==> src/rtl/lcd_bus_responder.sv <==
// HD44780-style character LCD model on the far end of the 8-bit LCD bus.
// Decodes instruction and data cycles, models the busy flag, address counter and the 2x40 DDRAM.
module lcd_bus_responder #(
  parameter int BUSY_CYCLES = 1850,
  parameter int BUSY_LONG   = 76000
) (
  input  logic       clk,
  input  logic       reset,
  input  logic [7:0] data_in,
  input  logic       lcd_e,
  input  logic       lcd_rw,
  input  logic       lcd_rs,
  output logic [7:0] data_out,
  output logic       data_oe,
  output logic       busy,
  output logic [6:0] ac,
  output logic       disp_on,
  output logic       cursor_on,
  output logic       blink_on,
  output logic       err_busy,
  input  logic [6:0] rd_addr,
  output logic [7:0] rd_data,
  output logic [1:0] fsm_state,
  output logic       entry_shift
);

  localparam int CW = $clog2(BUSY_LONG + 1);

  typedef enum logic [1:0] {ST_INIT, ST_IDLE, ST_CLEAR, ST_BUSY} state_t;

  state_t        state;
  logic [CW-1:0] cnt;
  logic [6:0]    clr_idx;
  logic          id;
  logic          rd_pend;
  logic [7:0]    mem [0:79];

  logic [10:0] sync1, sync2;
  logic        e_d;
  logic        e_s, rs_s, rw_s;
  logic [7:0]  data_s;
  logic        rise, fall;

  // Bus cycle: a write is committed on the E fall; a read drives data from the
  // E rise until the E fall. rs/rw/data are sampled alongside the synchronized E.
  always_ff @(posedge clk or negedge reset) begin
    if (!reset) begin
      sync1 <= '0;
      sync2 <= '0;
      e_d   <= 1'b0;
    end else begin
      sync1 <= {lcd_e, lcd_rs, lcd_rw, data_in};
      sync2 <= sync1;
      e_d   <= sync2[10];
    end
  end

  assign e_s    = sync2[10];
  assign rs_s   = sync2[9];
  assign rw_s   = sync2[8];
  assign data_s = sync2[7:0];
  assign rise   = e_s & ~e_d;
  assign fall   = ~e_s & e_d;

  logic [6:0] ac_inc, ac_dec, ac_next, ac_idx, rd_idx;
  logic       rd_ok;

  always_comb begin
    ac_inc  = (ac == 7'h27) ? 7'h40 : (ac == 7'h67) ? 7'h00 : ac + 7'd1;
    ac_dec  = (ac == 7'h00) ? 7'h67 : (ac == 7'h40) ? 7'h27 : ac - 7'd1;
    ac_next = id ? ac_inc : ac_dec;
    ac_idx  = ac[6] ? 7'd40 + {1'b0, ac[5:0]} : {1'b0, ac[5:0]};
    rd_idx  = rd_addr[6] ? 7'd40 + {1'b0, rd_addr[5:0]} : {1'b0, rd_addr[5:0]};
    rd_ok   = rd_addr[5:0] < 6'd40;
  end

  logic       mem_we;
  logic [6:0] mem_addr;
  logic [7:0] mem_wdata;

  always_comb begin
    mem_we    = (state == ST_CLEAR) || (state == ST_IDLE && fall && !rw_s && rs_s);
    mem_addr  = (state == ST_CLEAR) ? clr_idx : ac_idx;
    mem_wdata = (state == ST_CLEAR) ? 8'h20 : data_s;
  end

  always_ff @(posedge clk) begin
    if (mem_we) mem[mem_addr] <= mem_wdata;
  end

  always_ff @(posedge clk or negedge reset) begin
    if (!reset) rd_data <= 8'h00;
    else        rd_data <= rd_ok ? mem[rd_idx] : 8'h00;
  end

  always_ff @(posedge clk or negedge reset) begin
    if (!reset) begin
      state       <= ST_INIT;
      cnt         <= '0;
      clr_idx     <= '0;
      id          <= 1'b1;
      entry_shift <= 1'b0;
      rd_pend     <= 1'b0;
      data_out    <= 8'h00;
      data_oe     <= 1'b0;
      busy        <= 1'b0;
      ac          <= 7'h00;
      disp_on     <= 1'b0;
      cursor_on   <= 1'b0;
      blink_on    <= 1'b0;
      err_busy    <= 1'b0;
    end else begin
      err_busy <= 1'b0;
      if (rise && rw_s) begin
        data_oe <= 1'b1;
        if (!rs_s) begin
          data_out <= {busy, ac};
        end else if (state == ST_IDLE) begin
          data_out <= mem[ac_idx];
          rd_pend  <= 1'b1;
        end else begin
          data_out <= 8'h00;
          if (busy) err_busy <= 1'b1;
        end
      end
      if (fall) begin
        data_oe <= 1'b0;
        rd_pend <= 1'b0;
      end
      if (busy && fall && !rw_s) err_busy <= 1'b1;

      case (state)
        ST_INIT: begin
          state   <= ST_CLEAR;
          busy    <= 1'b1;
          cnt     <= CW'(BUSY_LONG - 1);
          clr_idx <= '0;
        end
        ST_CLEAR: begin
          clr_idx <= clr_idx + 7'd1;
          // The walk is charged against the long busy time, so it may expire on the last entry.
          if (clr_idx == 7'd79) begin
            ac <= 7'h00;
            id <= 1'b1;
            if (cnt == '0) begin
              state <= ST_IDLE;
              busy  <= 1'b0;
            end else begin
              state <= ST_BUSY;
              cnt   <= cnt - CW'(1);
            end
          end else begin
            cnt <= cnt - CW'(1);
          end
        end
        ST_BUSY: begin
          if (cnt == '0) begin
            state <= ST_IDLE;
            busy  <= 1'b0;
          end else begin
            cnt <= cnt - CW'(1);
          end
        end
        ST_IDLE: begin
          if (fall && !rw_s) begin
            state <= ST_BUSY;
            busy  <= 1'b1;
            cnt   <= CW'(BUSY_CYCLES - 1);
            if (rs_s) begin
              ac <= ac_next;
            end else begin
              casez (data_s)
                8'b1???????: ac <= (data_s[5:0] >= 6'd40) ? {data_s[6], 6'd0} : data_s[6:0];
                8'b0001????: if (!data_s[3]) ac <= data_s[2] ? ac_inc : ac_dec;
                8'b00001???: begin
                  disp_on   <= data_s[2];
                  cursor_on <= data_s[1];
                  blink_on  <= data_s[0];
                end
                8'b000001??: begin
                  id          <= data_s[1];
                  entry_shift <= data_s[0];
                end
                8'b0000001?: begin
                  ac  <= 7'h00;
                  cnt <= CW'(BUSY_LONG - 1);
                end
                8'b00000001: begin
                  state   <= ST_CLEAR;
                  clr_idx <= '0;
                  cnt     <= CW'(BUSY_LONG - 1);
                end
                default: ;
              endcase
            end
          end else if (fall && rw_s && rs_s && rd_pend) begin
            ac    <= ac_next;
            state <= ST_BUSY;
            busy  <= 1'b1;
            cnt   <= CW'(BUSY_CYCLES - 1);
          end
        end
        default: state <= ST_IDLE;
      endcase
    end
  end

  assign fsm_state = state;

endmodule
==> config.mk <==
export PLATFORM = sky130hd
export DESIGN_NAME = lcd_bus_responder
export DESIGN_NICKNAME = d
export VERILOG_FILES = /design/src/rtl/lcd_bus_responder.sv
export SDC_FILE = /design/constraint.sdc
export NUM_CORES = 1
export LEC_CHECK = 0
export ABC_CLOCK_PERIOD_IN_PS = 5200
export CAP_MARGIN = 20
export CORE_MARGIN = 2
export CORE_UTILIZATION = 45
export CTS_BUF_LIST = sky130_fd_sc_hd__clkbuf_2 sky130_fd_sc_hd__clkbuf_4 sky130_fd_sc_hd__clkbuf_8
export DETAILED_ROUTE_END_ITERATION = 10
export GPL_ROUTABILITY_DRIVEN = 0
export GPL_TIMING_DRIVEN = 0
export PLACE_DENSITY = 0.64
export SLEW_MARGIN = 40
export SYNTH_ARGS = -nofsm -noshare
export SYNTH_HDL_FRONTEND = slang
export SYNTH_SLANG_ARGS = --single-unit
==> constraint.sdc <==
create_clock -name clk -period 5.2 [get_ports clk]
set_input_delay 1.04 -clock clk [delete_from_list [all_inputs] [get_ports clk]]
set_output_delay 1.04 -clock clk [all_outputs]
set_load 0.02 [all_outputs]
==> results.py, run 1 <==
metrics = {
    "job": {
        "cap_violations": 0,
    },
    "die": {
        "ios": 52,
        "die_h_um": 281,
        "initial_utilization_pct": 45.5,
        "die_w_um": 281,
        "core_area_um2": 76100,
        "std_cell_rows": 101,
        "fp.dieArea_um2": 79100,
    },
    "clocking": {
        "cts_root_buffer": "clkbuf_8",
        "clkSlewWorstSetupHoldPaths_ns": 0.07,
        "ctsResizeCount": 0,
        "numCtsBuffers": 116,
        "clock_latency_ns": 0.76,
        "hold_buffers": 0,
        "clk_path_buf_depth": 3,
        "htree_levels": 3,
        "post-cts-setup-buffers": 0,
        "cts.sinks": 721,
        "cts_tree": "done",
    },
    "synth": {
        "ys.flop_type": "edfxtp_1",
        "syn-num-nets": 2014,
        "yosys_warnings": 0,
        "synth-seq-area-share_pct": 61.4,
        "syn_area_per_cell_um2": 17.5,
        "synth_cell_types": 79,
        "async_flop_share_pct": 11.2,
        "synth_edf_count": 640,
        "synth_area_um2": 34600,
        "yosys_register_bits": 721,
        "syn-instance-count": 1981,
    },
    "grt": {
        "antenna_found_initial": 5,
        "grt_max_degree": 81,
        "grt_overflow": 0,
        "gr-usage-all-layers_pct": 29.3,
        "grt_pass1_wl_um": 161000,
        "grt_pass1_vias": 22000,
    },
    "timing": {
        "slew_headroom_pct": 35.1,
        "final_hold_viol_count": 0,
        "slew_violations": 0,
        "min_period_ns": 4.37,
        "clock-skew-final_ns": 0.0352,
        "fmax_mhz": 229,
        "rsz0062_at_grt": "no",
        "finalCritPeriodShare_pct": 84.1,
        "setup_viol": 0,
        "holdWs_ns": 0.178,
        "worst_pin_slew_ns": 0.974,
        "tns_ns": 0,
    },
    "drt": {
        "drc": 0,
        "via_per_inst": 6.81,
        "finalWirelength_um": 115000,
        "drtIter0Drc": 3909,
        "vias": 22400,
        "first_pass_iters": 8,
        "drtAntennaViolNets": 0,
        "route.detailed.wl_per_inst_um": 34.9,
    },
    "cells_and_area": {
        "syn2layout_area_growth_pct": 14.1,
        "multi_input_area_um2": 12900,
        "drive_gt1_share_pct": 33.6,
        "fill_cells": 6116,
        "fin_nets": 2201,
        "seqCellArea_um2": 21200,
    },
    "critical_path": {
        "path_cells": "buf_2 -> buf_2 -> buf_2 -> nand3_1 -> o21ai_1 -> nand2_2 -> nor2_2",
        "path_max_fanout": 10,
        "worst_path_most_repeated_cell": "buf_2",
        "slowest_stage": "nor2_2",
        "worstPathRequired_ns": 5.58,
        "cp.arrival_ns": 4.76,
        "endpoint_kind": "flip-flop",
        "critPathLaunchType": "flip-flop",
        "path_class": "reg2reg",
        "max_stage_delay_ns": 0.86,
    },
    "power": {
        "ir_drop_v": 0.000175,
        "power.leakage_uw": 0.0104,
        "power_density_nw_per_um2": 297,
    },
    "placement": {
        "hpwl_um": 80100,
        "io_buffers": 46,
    },
    "run_status": {
        "status": "completed",
    },
    "worst_hold_path": {
        "hp-class": "in2async",
    },
}
-- logic make-up (layout without fill, tap and decap cells) --
| family | Yosys count | count (layout) | synth area share (%) |
|---|---|---|---|
| xor+xnor | 20 | 20 | 0.550 |
| simple gates | 400 | 400 | 5.47 |
| buf+inv | 146 | 426 | 2.19 |
| flops | 721 | 721 | 61.4 |
| other cells | 0 | 2 | 0 |
| fa+ha+maj | 13 | 13 | 0.470 |
| compound gates | 252 | 252 | 5.03 |
| mux | 429 | 429 | 24.9 |
-- path summary, 6_finish.rpt --
kind | startpoint | to | slack, ns | depth (start not counted)
min reg2reg | sync1[3] | sync2[3] | 0.35 | 0
max in group asynchronous | reset | data_out[6] | 4.46 | 2
max reg2reg | ac[1] | mem[23][0] | 0.83 | 7
min in group clk | sync1[3] | sync2[3] | 0.35 | 0
max | ac[1] | mem[23][0] | 0.83 | 7
min | reset | cnt[15] | 0.18 | 1
-- placed cells by master (no fill, tap or decap), types with 11 or more instances in the layout --
| cell type | n |
|---|---|
| nand2_1 | 90 |
| a22oi_1 | 28 |
| buf_4 | 12 |
| o21ai_0 | 48 |
| a21oi_1 | 27 |
| and2_1 | 13 |
| nor2_2 | 69 |
| ha_1 | 13 |
| o32ai_1 | 12 |
| a211oi_1 | 12 |
| dfrtp_1 | 80 |
| clkbuf_8 | 124 |
| buf_8 | 14 |
| mux4_2 | 320 |
| nand3_1 | 47 |
| buf_2 | 55 |
| mux2i_1 | 63 |
| nand4_1 | 16 |
| clkbuf_1 | 33 |
| clkinv_2 | 20 |
| clkdlybuf4s50_1 | 45 |
| clkbuf_4 | 30 |
| nor4_1 | 12 |
| edfxtp_1 | 640 |
| clkinv_1 | 27 |
| nor2_1 | 63 |
| mux4_1 | 16 |
| nor3_1 | 24 |
| o22ai_1 | 21 |
| inv_1 | 18 |
| mux2_2 | 30 |
| xnor2_1 | 12 |
| clkbuf_2 | 14 |
| nand2b_1 | 11 |
-- Yosys cell counts (16+ instances only) --
library cell  count  area [µm²]
a21oi_1          30         150
a22oi_1          28         210
buf_2            45         225
clkbuf_1         47         176
dfrtp_1          80        2000
edfxtp_1        640       19200
inv_1            18        67.6
mux2_2           30         338
mux2i_1          63         631
mux4_1           16         420
mux4_2          320        7210
nand2_1          98         368
nand3_1          47         235
nand4_1          16         100
nor2_1          136         510
nor3_1           24         120
o21ai_0          48         240
o22ai_1          21         131
-- flip-flops by register name, indices dropped and copies added (netlist names), 2 cells and up --
name       flops
ac             7
clr_idx        7
cnt           17
data_out       8
fsm_state      2
mem          640
rd_data        8
sync1         11
sync2         11
-- per-layer routing --
metal	part of all wire [%]	GRT usage [%]
met5	0.016	0
met4	5.3	14.3
met1	37	40.0
met3	13	8.27
met2	45	43.6
-- layout make-up --
type | instances | share of cell area [%]
multi-input combinational | 1114 | 32.7
tap | 1030 | 3.27
sequential | 721 | 53.9
clock buffer | 154 | 4.90
timing repair buffer | 69 | 2.24
inverter | 18 | 0.171
antenna | 2 | 0.0127
buffer | 128 | 1.82
clock inverter | 57 | 0.993
-- report_power, final --
part	total, µW	leakage [µW]	internal [µW]	switching, µW
clock network	4980	0.00123	2660	2330
registers	6270	0.00532	6240	23.4
logic	458	0.00388	164	294
total	11700	0.0104	9060	2650
-- through the flow --
stage          utilization [%]  worst slack, ns  instance area, µm²  total power, µW  std cells
2_1_floorplan                -             1.33               34600             6630       1981
4_1_cts                   51.8            0.926               39400            11700       3290
3_3_place_gp              47.8            -1.65               36300             6820       3057
5_1_grt                   51.9            0.863               39400            12000       3292
3_5_place_dp              48.7            0.568               37100             6830       3079
6_report                  51.9            0.825               39400            11700       3293
-- worst max-delay path, delay by kind of cell (launching register included) --
family	cells	cell delay (ns)
simple gates	3	1.54
compound gates	1	0.41
flops	1	0.61
buf+inv	3	1.41
(Power assumes the default switching activity.)
==> inputs of run 2 (changes only) <==
--- a/config.mk
+++ b/config.mk
@@ -5,7 +5,7 @@
 export SDC_FILE = /design/constraint.sdc
 export NUM_CORES = 1
 export LEC_CHECK = 0
-export ABC_CLOCK_PERIOD_IN_PS = 5200
+export ABC_CLOCK_PERIOD_IN_PS = 3600
 export CAP_MARGIN = 20
 export CORE_MARGIN = 2
 export CORE_UTILIZATION = 45
@@ -13,7 +13,7 @@
 export DETAILED_ROUTE_END_ITERATION = 10
 export GPL_ROUTABILITY_DRIVEN = 0
 export GPL_TIMING_DRIVEN = 0
-export PLACE_DENSITY = 0.64
+export PLACE_DENSITY = 0.66
 export SLEW_MARGIN = 40
 export SYNTH_ARGS = -nofsm -noshare
 export SYNTH_HDL_FRONTEND = slang
==> constraint.sdc (replaced) <==
create_clock -name clk -period 3.6 [get_ports clk]
set_input_delay 0.72 -clock clk [delete_from_list [all_inputs] [get_ports clk]]
set_output_delay 0.72 -clock clk [all_outputs]
set_load 0.02 [all_outputs]
==> run 2 against run 1 <==
The flow now finishes with violations (negative setup slack); first-iteration DRC count fell by 11%; clock power grew 51%; final area rose by 1.9%; via count up 0.29%; core utilization increased by 1.0 points; non-clock buffer count up 15; global-route usage fell by 0.18 points; clock skew rose by 0.013 ns; sequential cell count unchanged; fmax increased by 21%; total power grew 47%; sequential share of layout area decreased by 1.0 points; critical path type unchanged.
==> results.py, run 2 (synthesis results as in run 1) <==
metrics = {
    "run_status": {
        "status": "finished, violations left",
        "failed_checks": "negative setup slack",
    },
    "die": {
        "initial_utilization_pct": 45.5,
        "die_w_um": 281,
        "ios": 52,
        "die_h_um": 281,
        "core_area_um2": 76100,
        "std_cell_rows": 101,
        "fp.dieArea_um2": 79100,
    },
    "grt": {
        "grt_pass1_vias": 22300,
        "grt_max_degree": 81,
        "antenna_found_initial": 3,
        "grt_pass1_wl_um": 161000,
        "gr-usage-all-layers_pct": 29.2,
        "grt_overflow": 0,
    },
    "critical_path": {
        "worstPathRequired_ns": 4.30,
        "rr_worst_depth": 7,
        "cp.arrival_ns": 4.31,
        "r2r_end": "data_out[1]",
        "critPathCapture": "data_out[1]",
        "cp-startpoint": "ac[4]",
        "path_class": "reg2reg",
        "r2r-start": "ac[4]",
        "path_max_fanout": 10,
        "endpoint_kind": "flip-flop",
        "critPathLaunchType": "flip-flop",
        "rrSetupSlack_ns": -0.01,
    },
    "timing": {
        "final_hold_viol_count": 0,
        "setup_viol": 1,
        "rsz0062_at_grt": "yes",
        "clock-skew-final_ns": 0.0484,
        "holdWs_ns": 0.346,
        "worst_pin_slew_ns": 0.964,
        "setup_slack_ns": -0.0111,
        "min_period_ns": 3.61,
        "fmax_mhz": 277,
        "slew_violations": 0,
        "finalCritPeriodShare_pct": 100,
        "slew_headroom_pct": 35.7,
    },
    "cells_and_area": {
        "fill_cells": 5998,
        "final_common_cell": "edfxtp_1",
        "fin_nets": 2216,
        "largest_register_ffs": 640,
        "syn2layout_area_growth_pct": 16.3,
        "largest-register": "mem",
        "final_cell_mix": "edfxtp_1 (640), mux4_2 (320), clkbuf_8 (119)",
        "reg_top3": "mem (640), cnt (17)",
        "drive_gt1_share_pct": 34.9,
    },
    "power": {
        "total_power_uw": 17200,
        "combPwrFrac_pct": 3.8,
        "p_seq_share_pct": 52.5,
        "power_density_nw_per_um2": 429,
        "power_frac_clock_pct": 43.7,
        "ir_drop_v": 0.000252,
        "switching_share_pct": 22.5,
        "p_int_uw": 13400,
        "power.leakage_uw": 0.0106,
        "switchingPower_uw": 3880,
    },
    "clocking": {
        "cts.sinks": 721,
        "cts_root_buffer": "clkbuf_8",
        "clock_latency_ns": 0.77,
        "clkSlewWorstSetupHoldPaths_ns": 0.07,
        "cts_tree": "done",
        "numCtsBuffers": 116,
        "clk_path_buf_depth": 3,
        "htree_levels": 3,
    },
    "placement": {
        "hpwl_um": 80300,
        "io_buffers": 46,
    },
    "drt": {
        "vias": 22500,
        "drc": 0,
        "via_per_inst": 6.78,
        "route.detailed.wl_per_inst_um": 34.5,
        "first_pass_iters": 7,
        "finalWirelength_um": 114000,
        "drtAntennaViolNets": 0,
        "drtIter0Drc": 3484,
    },
    "job": {
        "cap_violations": 0,
    },
    "worst_hold_path": {
        "hp-class": "reg2reg",
    },
}
## run 2: cell types whose count changed in the layout (fill, tap and decap cells not counted), sizes merged
| cell | previous run | this run |
|---|---|---|
| buf | 105 | 119 |
| bufinv | 5 | 11 |
| clkbuf | 201 | 186 |
| clkdlybuf4s18 | 0 | 1 |
| clkinv | 47 | 58 |
| clkinvlp | 3 | 8 |
| dlygate4sd3 | 0 | 1 |
| inv | 20 | 19 |
## run 2: power groups by stage
stage,Sequential (µW),Clock [µW],Combinational [µW]
after floorplan,9240,0,333
after global placement,9220,0,627
after detailed placement,9230,0,636
after CTS,9050,7570,638
after global routing,9050,7910,672
final,9050,7530,657
## run 2: timing repair
| action | in CTS | in global routing |
|---|---|---|
| hold buffers | 1 | 0 |
| endpoints found under the setup margin | 650 | 420 |
| pin swaps | 10 | 1 |
| gates resized for setup | 111 | 9 |
| buffers inserted | 13 | 1 |
| endpoints found under the hold margin | 36 | 0 |
## run 2: how the worst min path moves through the flow
stage          startpoint  slack, ns        to  cells after the start
5_1_grt          sync1[6]       0.35  sync2[6]                      0
3_5_place_dp     sync1[1]       0.33  sync2[1]                      0
3_3_place_gp     sync1[1]       0.33  sync2[1]                      0
4_1_cts          sync1[2]       0.35  sync2[2]                      0
2_1_floorplan    sync1[0]       0.33  sync2[0]                      0
6_report         sync1[2]       0.35  sync2[2]                      0
## run 2: cell type report
cell class                 instances  area [µm²]  area share, %
tap                             1030        1290           3.20
sequential                       721       21200           52.8
timing repair buffer              86        1070           2.65
antenna                            2        5.00         0.0124
buffer                           126         714           1.78
inverter                          18        67.6          0.168
clock buffer                     140        1800           4.46
multi-input combinational       1114       13400           33.3
clock inverter                    78         652           1.62
## run 2: critical path: stages, from the launching register on
cell,delay [ns]
dfrtp_1,0.55
ha_1,0.32
xnor2_1,0.44
a32o_1,0.51
nand2_1,0.42
o22ai_1,0.89
a2111oi_1,0.22
o21ai_1,0.20
## run 2: stage by stage
step	instances	instance area (µm²)	utilization (%)	setup slack, ns	TNS, ns
finish	3315	40200	52.9	-0.0111	-0.0111
global route	3314	40200	52.9	-0.0778	-2.85
CTS	3312	40100	52.8	-0.0941	-2.17
detailed placement	3081	37100	48.7	-0.650	-212.98
global placement	3057	36300	47.8	-2.96	-2195.68
floorplan	1981	34600	-	-0.273	-134.27
## run 2: metal layers
metal | track usage [%] | wire (µm) | vias up
met4 | 15.8 | 7290 | 0
met3 | 8.77 | 14600 | 378
met2 | 43.9 | 51100 | 1891
met5 | 0 | 0 | -
li1 | - | - | 8772
met1 | 38.1 | 41200 | 11400
